`config.mk`:
```
export PLATFORM = sky130hd
export DESIGN_NAME = icache_refill
export DESIGN_NICKNAME = d
export VERILOG_FILES = /design/src/rtl/icache_pkg.sv /design/src/rtl/icache_line_buf.sv /design/src/rtl/icache_refill.sv
export SDC_FILE = /design/constraint.sdc
export NUM_CORES = 1
export LEC_CHECK = 0
export ABC_AREA = 1
export CAP_MARGIN = 20
export CORE_MARGIN = 2
export CORE_UTILIZATION = 51
export CTS_CLUSTER_DIAMETER = 100
export DETAILED_ROUTE_END_ITERATION = 16
export PLACE_DENSITY = 0.85
export SLEW_MARGIN = 0
export SYNTH_ARGS = -nofsm -noshare
export SYNTH_HDL_FRONTEND = slang
export SYNTH_HIERARCHICAL = 1
export SYNTH_SLANG_ARGS = --single-unit
```
`constraint.sdc`:
```
create_clock -name CLK -period 3.4 [get_ports CLK]
set_clock_uncertainty 0.15 [all_clocks]
set_input_delay 1.02 -clock CLK [delete_from_list [all_inputs] [get_ports CLK]]
set_output_delay 1.02 -clock CLK [all_outputs]
set_load 0.02 [all_outputs]
```
`src/rtl/icache_pkg.sv`:
```
// Shared definitions for the instruction-cache refill path: line geometry,
// refill FSM encoding and the line-base helper.
package icache_pkg;

    localparam int LINE_WORDS    = 8;
    localparam int WORD_OFF_BITS = 3;
    localparam int LINE_BYTES    = 32;

    localparam logic [31:0] NOP_INSTR      = 32'h0000_0013;
    localparam logic [31:0] LINE_BASE_MASK = ~(32'(LINE_BYTES) - 32'd1);

    typedef enum logic [2:0] {
        ST_IDLE   = 3'd0,
        ST_REQ    = 3'd1,
        ST_RESP   = 3'd2,
        ST_UPDATE = 3'd3,
        ST_DRAIN  = 3'd4
    } refill_state_t;

    function automatic logic [31:0] line_base(input logic [31:0] addr);
        return addr & LINE_BASE_MASK;
    endfunction

endpackage

```
`src/rtl/icache_line_buf.sv`:
```
// Line assembly buffer: one 32-bit register per word, written one beat at a
// time and cleared by reset; contents persist until overwritten.
module icache_line_buf #(
    parameter int LINE_WORDS    = 8,
    parameter int WORD_OFF_BITS = 3
) (
    input  logic                     clk,
    input  logic                     srst,
    input  logic                     wr_en,
    input  logic [WORD_OFF_BITS-1:0] wr_idx,
    input  logic [31:0]              wr_data,
    output logic [31:0]              w0,
    output logic [31:0]              w1,
    output logic [31:0]              w2,
    output logic [31:0]              w3,
    output logic [31:0]              w4,
    output logic [31:0]              w5,
    output logic [31:0]              w6,
    output logic [31:0]              w7
);

    for (genvar gi = 0; gi < LINE_WORDS; gi++) begin : g_word
        logic [31:0] word_q;
        logic [31:0] word_d;

        always_comb begin
            word_d = word_q;
            if (wr_en && (wr_idx == WORD_OFF_BITS'(gi))) begin
                word_d = wr_data;
            end
        end

        always_ff @(posedge clk) begin
            if (srst) begin
                word_q <= '0;
            end else begin
                word_q <= word_d;
            end
        end
    end

    assign w0 = g_word[0].word_q;
    assign w1 = g_word[1].word_q;
    assign w2 = g_word[2].word_q;
    assign w3 = g_word[3].word_q;
    assign w4 = g_word[4].word_q;
    assign w5 = g_word[5].word_q;
    assign w6 = g_word[6].word_q;
    assign w7 = g_word[7].word_q;

endmodule

```
`src/rtl/icache_refill.sv`:
```
// Instruction-cache line refill engine: fetches the 8-word line holding PC one
// word at a time from memory, then strobes the assembled line into the cache.
module icache_refill
    import icache_pkg::*;
#(
    parameter int LINE_WORDS    = 8,
    parameter int WORD_OFF_BITS = 3
) (
    input  logic        CLK,
    input  logic        RST,
    input  logic [31:0] PC,
    input  logic        miss,
    input  logic        flush,
    output logic        mem_req,
    output logic [31:0] mem_addr,
    input  logic        mem_ready,
    input  logic        mem_rvalid,
    input  logic [31:0] mem_rdata,
    output logic [31:0] w0,
    output logic [31:0] w1,
    output logic [31:0] w2,
    output logic [31:0] w3,
    output logic [31:0] w4,
    output logic [31:0] w5,
    output logic [31:0] w6,
    output logic [31:0] w7,
    output logic        update,
    output logic        stall,
    output logic [31:0] refill_count
);

    localparam logic [2:0] S_IDLE   = ST_IDLE;
    localparam logic [2:0] S_REQ    = ST_REQ;
    localparam logic [2:0] S_RESP   = ST_RESP;
    localparam logic [2:0] S_UPDATE = ST_UPDATE;
    localparam logic [2:0] S_DRAIN  = ST_DRAIN;

    logic [2:0]               state_q, state_d;
    logic [WORD_OFF_BITS-1:0] beat_q, beat_d;
    logic [31:0]              base_q, base_d;
    logic [31:0]              refill_count_q, refill_count_d;
    logic                     buf_we;
    logic                     last_beat;

    assign last_beat = (beat_q == WORD_OFF_BITS'(LINE_WORDS - 1));

    always_comb begin
        state_d        = state_q;
        beat_d         = beat_q;
        base_d         = base_q;
        refill_count_d = refill_count_q;
        buf_we         = 1'b0;
        case (state_q)
            S_IDLE: begin
                if (miss && !flush) begin
                    base_d  = line_base(PC);
                    beat_d  = '0;
                    state_d = S_REQ;
                end
            end
            S_REQ: begin
                if (flush) begin
                    state_d = S_IDLE;
                end else if (mem_ready) begin
                    state_d = S_RESP;
                end
            end
            S_RESP: begin
                // A flush racing the response drops the word; nothing is outstanding after it.
                if (mem_rvalid) begin
                    if (flush) begin
                        state_d = S_IDLE;
                    end else begin
                        buf_we = 1'b1;
                        if (last_beat) begin
                            state_d = S_UPDATE;
                        end else begin
                            beat_d  = beat_q + WORD_OFF_BITS'(1);
                            state_d = S_REQ;
                        end
                    end
                end else if (flush) begin
                    state_d = S_DRAIN;
                end
            end
            S_DRAIN: begin
                if (mem_rvalid) begin
                    state_d = S_IDLE;
                end
            end
            S_UPDATE: begin
                state_d = S_IDLE;
                if (refill_count_q != '1) begin
                    refill_count_d = refill_count_q + 32'd1;
                end
            end
            default: begin
                state_d = S_IDLE;
            end
        endcase
    end

    always_ff @(posedge CLK) begin
        if (RST) begin
            state_q        <= S_IDLE;
            beat_q         <= '0;
            base_q         <= '0;
            refill_count_q <= '0;
        end else begin
            state_q        <= state_d;
            beat_q         <= beat_d;
            base_q         <= base_d;
            refill_count_q <= refill_count_d;
        end
    end

    // Gating with flush guarantees a redirected request never reaches memory.
    assign mem_req      = (state_q == S_REQ) && !flush;
    assign mem_addr     = (state_q == S_REQ)
                        ? base_q + {{(30 - WORD_OFF_BITS){1'b0}}, beat_q, 2'b00}
                        : 32'd0;
    assign update       = (state_q == S_UPDATE);
    assign stall        = miss || (state_q != S_IDLE);
    assign refill_count = refill_count_q;

    icache_line_buf #(
        .LINE_WORDS   (LINE_WORDS),
        .WORD_OFF_BITS(WORD_OFF_BITS)
    ) u_line_buf (
        .clk    (CLK),
        .srst   (RST),
        .wr_en  (buf_we),
        .wr_idx (beat_q),
        .wr_data(mem_rdata),
        .w0     (w0),
        .w1     (w1),
        .w2     (w2),
        .w3     (w3),
        .w4     (w4),
        .w5     (w5),
        .w6     (w6),
        .w7     (w7)
    );

endmodule
```
-- After elaboration in Yosys (flattened, before gate mapping)
Index checks and enable logic that the tools add are counted.
- add/subtract/negate cells: 3
- equal/unequal tests: 19
- muxes and demuxes: 18
- reduce and logical (&&, ||, !) cells: 20
- operators by type and width (operator ; number):
    32-bit by 1-bit adder with 32-bit output (second input constant) ; 1
    32-bit by 5-bit adder with 32-bit output ; 1
    32-bit 2-to-1 mux ; 1
    32-bit != test (second input constant) ; 1
    3-bit 2-to-1 mux ; 10
    3-bit equality test (second input constant) ; 5
    3-bit by 2-bit equality test with 1-bit output (second input constant) ; 4
    3-bit case mux with 4 select lines ; 1
    1-bit logical AND ; 10
    2-bit != test (second input constant) ; 5
    3-bit by 1-bit equality test with 1-bit output (second input constant) ; 2
    3-bit logical NOT ; 2
    3-bit != test (second input constant) ; 2
    3-bit case mux with 2 select lines ; 1
    5-bit AND reduction ; 1
    2-bit 2-to-1 mux ; 2
    2-bit AND reduction ; 2
    4-bit AND reduction ; 1
    3-bit by 1-bit adder with 3-bit output (second input constant) ; 1
    1-bit 2-to-1 mux ; 3
    3-bit nonzero test ; 1
    2-bit nonzero test ; 1
    1-bit logical NOT ; 1
    1-bit logical OR ; 1
- bits in registers: 321
- input bits: 70
- word-level logic and storage cells: 72

-- Longest topological paths before layout
- word-level depth: 5
- mapped depth: 10
- mapped depth without buffers: 10

-- Modules after synthesis
Netlist, hierarchy kept.
- modules (own cells, without submodules) (module ; times used ; cells an instance ; area each (µm²)):
    icache_line_buf ; 1 ; 1437 ; 10028.4
    icache_refill ; 1 ; 533 ; 3503.4

-- Least setup slack after synthesis
Ideal clock, no wire load.
- path kind: input to output
- from: in flush
- to: out mem_req
- arrival time: 1.387 ns
- required time: 2.230 ns
- path slack: 0.843 ns
- cell stages on the path: 3
- buffers on the path: 0
- cells stage by stage: inv_1 nand4_1 inv_1
- cells in the longest elaborated chain, start to end: 2
- ends and longest elaborated chain (item ; line ; RTL):
    from (decl) ; icache_refill.sv:13 ; input logic flush,
    1-bit logical NOT ; icache_refill.sv:118 ; assign mem_req = (state_q == S_REQ) && !flush;
    1-bit logical AND ; icache_refill.sv:118 ;
    to (decl) ; icache_refill.sv:14 ; output logic mem_req,
No other way between the ends.

-- Final worst setup path
Same ends and word-level chain as after synthesis.

==> impl_metrics.ini <==
[outcome]
status = finished clean

[sta]
timing.final.max_slew_violations = 0
fin_ws_ns = 0.0500
post-route-min-period_ns = 3.35
rsz0062_at_grt = false
tightestPinTransition_ns = 0.828
hold_violations = 0
fmax_ghz = 0.299
setup_viol = 0
tns_ns = 0
slew_headroom = 0.448
holdWs_ns = 0.299
fin_crit_sh = 0.985

[synthesis]
async_flop_share = 0
synthAdderAreaFrac = 0.00277
syn_avg_cell_area_um2 = 6.87
synth-simple-area-share = 0.410
yosysTopAreaCell = dfxtp_1
synth_edf_count = 0
synthFlopType = dfxtp_1
yosys-mux-area-fraction = 0
synth_compound_area_frac = 0.0339
synth_cells = 1970
yosys_warnings = 6
synthTopCellsByArea = dfxtp_1, nor2_1, nand2_1
yosysSeqAreaShare = 0.475
synth-seq-cells = 321
synth_top_family_by_area = simple AND/OR/NAND/NOR gates
yosysTopAreaCellShare = 0.475
yosysMostFrequentCell = nor2_1
synth.distinct_cells = 31
syn_area_mm2 = 0.0135
synth_commonest_cells = nor2_1, nand2_1, dfxtp_1, nand3_1, inv_1
synth_xor_area_frac = 0.00259

[power]
power.switching_w = 0.00196
power_frac_comb = 0.082
power.total_w = 0.00832
p_sw_frac = 0.236
p_leak_nw = 7.23
ir_drop_mv = 0.397
p_int_w = 0.00635
clkPwrFrac = 0.454
power.density_mw_per_mm2 = 441
seqPwrFrac = 0.464

[placed_design]
place_hpwl_um = 30000
port-buffer-count = 385
post-place-ws_ns = -0.214
finalWeightedCongestion = 0.892

[critical_path]
startpoint_type = input port
arrival_ns = 2.18
slowest_delay_ns = 0.46
reg2regPathDepth = 6
cpMostUsedCell = inv_1
worstSetupPathType = in -> out
worstPathMaxFanout = 3
cp.required_ns = 2.23
critPathSlowestCell = clkdlybuf4s50_1
crit_chain = clkdlybuf4s50_1 > inv_1 > nand4_1 > inv_1 > dlygate4sd2_1
end_kind = output port

[detailed_routing]
drtPass1Iterations = 5
wirelength_um = 45100
drtAntennaViolNets = 0
viasPerCell = 5.31
wl_per_cell_um = 16.9
drtIter0Drc = 1477
remaining_drc_errors = 0
vias = 14200

[finish]
fill_cells = 2048
seq_area_mm2 = 0.00643
antennaDiodeCount = 0
multiInputGateArea_mm2 = 0.00613
final_nets = 2380
drive_above_1_share = 0.0605
area_growth_pct = 39.3

[clock_tree]
clock_latency_ns = 0.51
cts.sinks = 321
path_clk_slew_ns = 0.05
numCtsBuffers = 34
root_buffer = clkbuf_16
post_cts_buffers = 0
cts_buffer_depth = 3
cts_htree_levels = 2
cts_tree = built

[global_routing]
antenna_found_initial = 0
grt_pass1_wl_um = 70300
grt_max_degree = 89
grtUsageTotal = 0.310
grt_pass1_vias = 13300
overflow = 0

[floorplan]
start_util = 0.519
placementRows = 59
coreArea_mm2 = 0.0261
io_pins = 393
die_area_mm2 = 0.0279
die_w_um = 167
die_h_um = 167

[flow_run]
drv_cap = 0

[worst_hold_path]
holdPathStages = 2
hp-class = reg -> reg
## logic make-up after synthesis
group           Yosys count
flops                   321
xor+xnor                  4
other cells               1
simple gates           1329
buf+inv                 221
compound gates           91
fa+ha+maj                 3
## cell usage in the layout (no fill, tap or decap)
cell type / n
nand2_2: 9
inv_2: 4
o21ai_0: 31
nand4_1: 7
nand3b_1: 1
nor3_2: 1
dlygate4sd2_1: 3
clkinv_1: 1
ha_1: 3
and2_1: 2
clkinv_2: 9
buf_4: 20
nand3_4: 1
xor2_1: 2
clkbuf_16: 35
clkbuf_8: 11
a31oi_1: 1
a21oi_1: 58
inv_6: 1
nand3_1: 264
inv_1: 92
inv_8: 1
nand2_1: 386
clkdlybuf4s50_1: 382
xnor2_1: 2
nor2_1: 622
nand2_4: 1
nor3_1: 6
dfxtp_1: 321
buf_12: 17
bufinv_16: 2
nor2_2: 4
nor2_4: 18
clkbuf_1: 4
nand3_2: 7
o211ai_1: 1
conb_1: 2
## state kept, by name (all words and copies together) (netlist names)
register	cells
u_line_buf/w5	32
u_line_buf/w2	32
refill_count	32
beat_q	3
u_line_buf/w4	32
base_q	27
u_line_buf/w0	32
u_line_buf/w6	32
u_line_buf/w7	32
state_q	3
u_line_buf/w1	32
u_line_buf/w3	32
## power groups by stage
stage / Combinational, W / Sequential, W / Clock, W
3_5_place_dp: 0.000671 / 0.00394 / 0
4_1_cts: 0.000677 / 0.00386 / 0.00382
6_report: 0.000682 / 0.00386 / 0.00378
3_3_place_gp: 0.000657 / 0.00394 / 0
2_1_floorplan: 0.000404 / 0.00394 / 0
5_1_grt: 0.000746 / 0.00386 / 0.00398
## critical path: cells and delay by family
kind | cells | cell delay [ns]
buffers and inverters | 4 | 1.01
and+or+nand+nor | 1 | 0.15
## final cells by class
| cell class | instances | share of cell area |
|---|---|---|
| clock buffer | 50 | 0.0553 |
| clock inverter | 11 | 0.00578 |
| inverter | 99 | 0.0202 |
| multi-input combinational | 1429 | 0.325 |
| sequential | 321 | 0.341 |
| tap | 335 | 0.0222 |
| timing repair buffer | 422 | 0.230 |
## what timing repair did
item	CTS	global route
resized for setup	3	0
hold buffers	0	0
setup endpoints to repair	3	0
## per-stage QoR
step            util  instance area (um^2)  cells
2_1_floorplan      -                 13500   1971
3_3_place_gp   0.679                 17700   2606
3_5_place_dp   0.679                 17700   2606
4_1_cts        0.723                 18800   2667
5_1_grt        0.723                 18800   2667
6_report       0.723                 18800   2667
## path summary, 6_finish.rpt
path,slack [ns],end,from
hold reg to reg,0.30,base_q[26],base_q[26]
setup / recovery,0.05,mem_req,flush
hold / removal,0.30,base_q[26],base_q[26]
setup reg to reg,1.24,u_line_buf/w2[23],beat_q[1]
## metal layers
metal | vias to the layer above | part of all wire | track usage
li1 | 6830 | - | -
met1 | 6468 | 0.37 | 0.364
met2 | 726 | 0.48 | 0.535
met3 | 144 | 0.096 | 0.0701
met4 | 0 | 0.048 | 0.150
met5 | - | 0 | 0
(Power assumes the default switching activity.)
